**src/rtl/mcp_sync_pkg.sv**
```systemverilog
// Shared constants for the multi-channel bus synchronizer.
// Qualifier modes and the minimum synchronizer depth.
package mcp_sync_pkg;

  localparam int MODE_LEVEL  = 0;
  localparam int MODE_TOGGLE = 1;
  localparam int MIN_STAGES  = 2;

endpackage

```
**src/rtl/mcp_bus_sync_ch.sv**
```systemverilog
// One synchronizer channel: qualifier flop chain, event detect,
// valid/ready holding register and sticky overflow.
module mcp_bus_sync_ch
  import mcp_sync_pkg::*;
#(
  parameter int WIDTH       = 8,
  parameter int STAGES      = 2,
  parameter int TOGGLE_MODE = MODE_LEVEL
) (
  input  logic             clk,
  input  logic             rst,
  input  logic [WIDTH-1:0] async_bus,
  input  logic             bus_en,
  output logic [WIDTH-1:0] sync_bus,
  output logic             sync_valid,
  input  logic             sync_ready,
  output logic             en_pulse,
  output logic             bus_ack,
  output logic             overflow,
  input  logic             ovf_clr
);

  if (STAGES < MIN_STAGES) begin : g_bad_stages
    $error("STAGES must be at least %0d", MIN_STAGES);
  end

  logic [STAGES-1:0] sync_reg;
  logic              prev_s;
  logic              s;
  logic              evt;
  logic              free;

  assign s       = sync_reg[STAGES-1];
  assign bus_ack = s;
  assign evt     = (TOGGLE_MODE == MODE_TOGGLE) ? (s ^ prev_s)
                                                : (s & ~prev_s);
  // A consumer taking the old word this cycle frees the slot.
  assign free    = ~sync_valid | sync_ready;

  always_ff @(posedge clk or posedge rst) begin
    if (rst) begin
      sync_reg   <= '0;
      prev_s     <= 1'b0;
      sync_bus   <= '0;
      sync_valid <= 1'b0;
      en_pulse   <= 1'b0;
      overflow   <= 1'b0;
    end else begin
      sync_reg <= {sync_reg[STAGES-2:0], bus_en};
      prev_s   <= s;
      en_pulse <= evt & free;
      if (evt & free) begin
        sync_bus   <= async_bus;
        sync_valid <= 1'b1;
      end else if (sync_valid & sync_ready) begin
        sync_valid <= 1'b0;
      end
      // Set has priority over a coincident clear.
      if (evt & ~free) begin
        overflow <= 1'b1;
      end else if (ovf_clr) begin
        overflow <= 1'b0;
      end
    end
  end

endmodule

```
**src/rtl/mcp_bus_sync.sv**
```systemverilog
// Multi-channel destination-side bus synchronizer.
// Slices the packed buses and instantiates one channel each.
module mcp_bus_sync
  import mcp_sync_pkg::*;
#(
  parameter int WIDTH       = 8,
  parameter int STAGES      = 2,
  parameter int CHANNELS    = 2,
  parameter int TOGGLE_MODE = MODE_LEVEL
) (
  input  logic                      clk,
  input  logic                      rst,
  input  logic [CHANNELS*WIDTH-1:0] async_bus,
  input  logic [CHANNELS-1:0]       bus_en,
  output logic [CHANNELS*WIDTH-1:0] sync_bus,
  output logic [CHANNELS-1:0]       sync_valid,
  input  logic [CHANNELS-1:0]       sync_ready,
  output logic [CHANNELS-1:0]       en_pulse,
  output logic [CHANNELS-1:0]       bus_ack,
  output logic [CHANNELS-1:0]       overflow,
  input  logic [CHANNELS-1:0]       ovf_clr
);

  for (genvar c = 0; c < CHANNELS; c++) begin : g_ch
    mcp_bus_sync_ch #(
      .WIDTH       (WIDTH),
      .STAGES      (STAGES),
      .TOGGLE_MODE (TOGGLE_MODE)
    ) u_ch (
      .clk        (clk),
      .rst        (rst),
      .async_bus  (async_bus[c*WIDTH +: WIDTH]),
      .bus_en     (bus_en[c]),
      .sync_bus   (sync_bus[c*WIDTH +: WIDTH]),
      .sync_valid (sync_valid[c]),
      .sync_ready (sync_ready[c]),
      .en_pulse   (en_pulse[c]),
      .bus_ack    (bus_ack[c]),
      .overflow   (overflow[c]),
      .ovf_clr    (ovf_clr[c])
    );
  end

endmodule

```
**config.mk**
```make
export PLATFORM = sky130hd
export DESIGN_NAME = mcp_bus_sync
export DESIGN_NICKNAME = d
export VERILOG_FILES = /design/src/rtl/mcp_sync_pkg.sv /design/src/rtl/mcp_bus_sync_ch.sv /design/src/rtl/mcp_bus_sync.sv
export SDC_FILE = /design/constraint.sdc
export NUM_CORES = 1
export LEC_CHECK = 0
export ABC_AREA = 1
export CORE_UTILIZATION = 60
export CTS_CLUSTER_SIZE = 16
export DETAILED_ROUTE_END_ITERATION = 6
export DONT_BUFFER_PORTS = 1
export GPL_TIMING_DRIVEN = 1
export PLACE_DENSITY = 0.76
export SLEW_MARGIN = 25
export SYNTH_ARGS = -nofsm -noshare
export SYNTH_HDL_FRONTEND = slang
export SYNTH_HIERARCHICAL = 1
export SYNTH_SLANG_ARGS = --single-unit
```
**constraint.sdc**
```tcl
create_clock -name clk -period 1.6 [get_ports clk]
set_clock_uncertainty 0.2 [all_clocks]
set_input_delay 0.32 -clock clk [delete_from_list [all_inputs] [get_ports clk]]
set_output_delay 0.32 -clock clk [all_outputs]
set_load 0.03 [all_outputs]
```
==> results of run 1 <==
==> routing by layer <==
layer / routed length, um / vias up
met5: 0 / -
li1: - / 371
met4: 8 / 0
met1: 813 / 388
met3: 132 / 2
met2: 1110 / 32
==> tightest hold or removal path, stage by stage <==
cell	delay (ns)
sky130_fd_sc_hd__inv_1	0.03
sky130_fd_sc_hd__nand2_2	0.17
sky130_fd_sc_hd__nand2_1	0.08
==> metrics by stage <==
stage | hold slack [ns] | setup slack [ns]
floorplan | 0.00922 | 0.270
global placement | 0.0572 | 0.292
detailed placement | 0.0661 | 0.267
CTS | 0.0958 | 0.180
global route | 0.125 | 0.147
finish | 0.118 | 0.191
==> where the power goes <==
| part | switching (W) | internal, W |
|---|---|---|
| clock | 0.000189 | 0.000139 |
| sequential | 0.000214 | 0.000788 |
| combinational | 0.000102 | 0.0000811 |
==> what timing repair did <==
action,in CTS,in global routing
setup endpoints to repair,0,0
endpoints found under the hold margin,48,0
hold buffers,23,0
==> final timing paths <==
| path | startpoint | endpoint | slack, ns |
|---|---|---|---|
| hold / removal | sync_ready[0] | g_ch[0].u_ch/sync_valid | 0.12 |
| setup / recovery | g_ch[1].u_ch/sync_reg[1] | bus_ack[1] | 0.19 |
| hold reg to reg | g_ch[1].u_ch/sync_reg[0] | g_ch[1].u_ch/sync_reg[1] | 0.17 |
| setup reg to reg | g_ch[0].u_ch/sync_valid | g_ch[0].u_ch/sync_bus[4] | 0.21 |
| max in group asynchronous | rst | g_ch[1].u_ch/sync_bus[7] | 0.56 |
| min in group asynchronous | rst | g_ch[0].u_ch/sync_bus[1] | 0.29 |
==> cell families (layout without fill, tap and decap cells) <==
family	after synthesis	after routing	synth area share, %
flops	28	28	66.5
compound gates	2	2	0.950
simple gates	60	60	28.3
buf+inv	12	41	4.28
==> area by class of cell <==
type | count | area, um^2
tap | 16 | 20.0
inverter | 12 | 45.0
clock buffer | 4 | 36.3
timing repair buffer | 25 | 245
multi-input combinational | 62 | 308
fill | 87 | 221
sequential | 28 | 701
==> cells in the mapped netlist (all sizes together) <==
master	count	share of area, %
nor2	4	4.5
o21ai	2	0.95
dfrtp	28	67
nand2	40	16
nand3	16	7.6
inv	12	4.3
==> results.cfg, run 1 <==
[status]
outcome = complete, but fails checks
failed_checks = design-rule violations

[yosys]
synth_cell_type_count = 9
synth.yosys.seq_area_share_pct = 66.5
synth_fp_nets = 126
syn_area_per_cell_um2 = 10.3
syn-instance-count = 102
syn_area_um2 = 1050
postSynthRegisterBits = 28
synth_warnings = 6

[sta]
maxSlewHeadroom_pct = 65.2
worst_pin_slew_ns = 0.522
period_needed_ns = 1.41
grt_setup_unrepaired = no
report.final.hold_viol_count = 0
max_clock_freq_mhz = 710
min_period_over_period_pct = 88.1
final_number_of_max_transition_violations = 0
finalSetupViolations = 0
total_neg_setup_slack_ns = 0

[drt]
wire_per_inst_um = 14.0
routed_wl_um = 2060
antenna_left = 0
vias = 793
first_pass_iters = 7
drc_viols = 1
drt_iter0_drc = 24
avgViaCountPerCell = 5.39

[floorplan]
floorplan.die.height_um = 43.9
initial_utilization_pct = 66.8
fp.dieW_um = 43.9
design.die.area_um2 = 1930
rows = 14
core-area_um2 = 1580
design.portCount = 48

[finish]
final_layout_size_suffix_gt1_share_pct = 9.16
largest_reg_flops = 16
design_area_um2 = 1360
mostFrequentLayoutCell = sky130_fd_sc_hd__nand2_1
num_antenna_cells = 0
finish.cell_count_without_fillers = 147
layout.cells.most_common_list = sky130_fd_sc_hd__nand2_1, sky130_fd_sc_hd__dfrtp_1, sky130_fd_sc_hd__dlygate4sd3_1, sky130_fd_sc_hd__nand3_1, sky130_fd_sc_hd__inv_1
syn2layout_area_growth_pct = 28.6
final_util_pct = 86.0
design.final.nets = 156

[clocking]
clk_path_buf_depth = 2
postCtsResizedCells = 0
setup_fix_buffers_added_after_clock_tree_synthesis = 0
tritoncts = done
clk_latency_ns = 0.31
worst_setup_hold_path_clk_slew_ns = 0.14
numCtsBuffers = 3
root_buffer = sky130_fd_sc_hd__clkbuf_4
clock_tree_sinks = 28
clock_tree.htree_level_count = 1

[critical_path]
worstPathArrival_ns = 0.89
required_ns = 1.08
critical_path.top_delay_family = flip-flops
cp_cell_sequence = buf_4
critPathSlowestCell = sky130_fd_sc_hd__dfrtp_1
crit_cells = 1
critPathMaxStageDelay_ns = 0.40
crit_path_class = register to primary output
timing.critical_path.from_type = register
worstPathMaxFanout = 2
cp_num_buf_inv = 1
timing.reg2reg.worst_path_depth = 4
setup.worst_path.end_class = primary output

[hold_path]
min-delay-path-class = input pin to register
holdPathStages = 3

[grt]
grt_most_used_layer = met2
grt_max_degree = 16
global_routing_usage_on_met3_pct = 4.58
gr-usage-met1_pct = 29.0
grt_pass1_wl_um = 3450
grt_use_total_pct = 25.0
grt_antenna_before_repair = 0
number_of_global_route_vias_before_repair = 853
grt_overflow_total = 0
use_met2_pct = 45.1

[place]
globalplace.congestion = 0.697
post_dp_cell_area_um2 = 1090
dp.cells = 120
port-buffer-count = 0
dp.final_hpwl_um = 1260

[pwr]
totalPowerFinal_w = 0.00151
power_density_nw_per_um2 = 1120
leakagePower_nw = 0.725
power.ir.vdd_worst_mv = 0.749

[run]
max-cap-violations = 0
No activity file was read; power rests on OpenSTA's default activity.
==> inputs of run 2 (changes only) <==
--- a/config.mk
+++ b/config.mk
@@ -6,7 +6,9 @@
 export NUM_CORES = 1
 export LEC_CHECK = 0
 export ABC_AREA = 1
+export ABC_CLOCK_PERIOD_IN_PS = 1600
 export CORE_UTILIZATION = 60
+export CTS_BUF_LIST = sky130_fd_sc_hd__clkbuf_4 sky130_fd_sc_hd__clkbuf_8
 export CTS_CLUSTER_SIZE = 16
 export DETAILED_ROUTE_END_ITERATION = 6
 export DONT_BUFFER_PORTS = 1
==> results of run 2 <==
No change in the layout: final DEF, timing and power equal those of run 1.
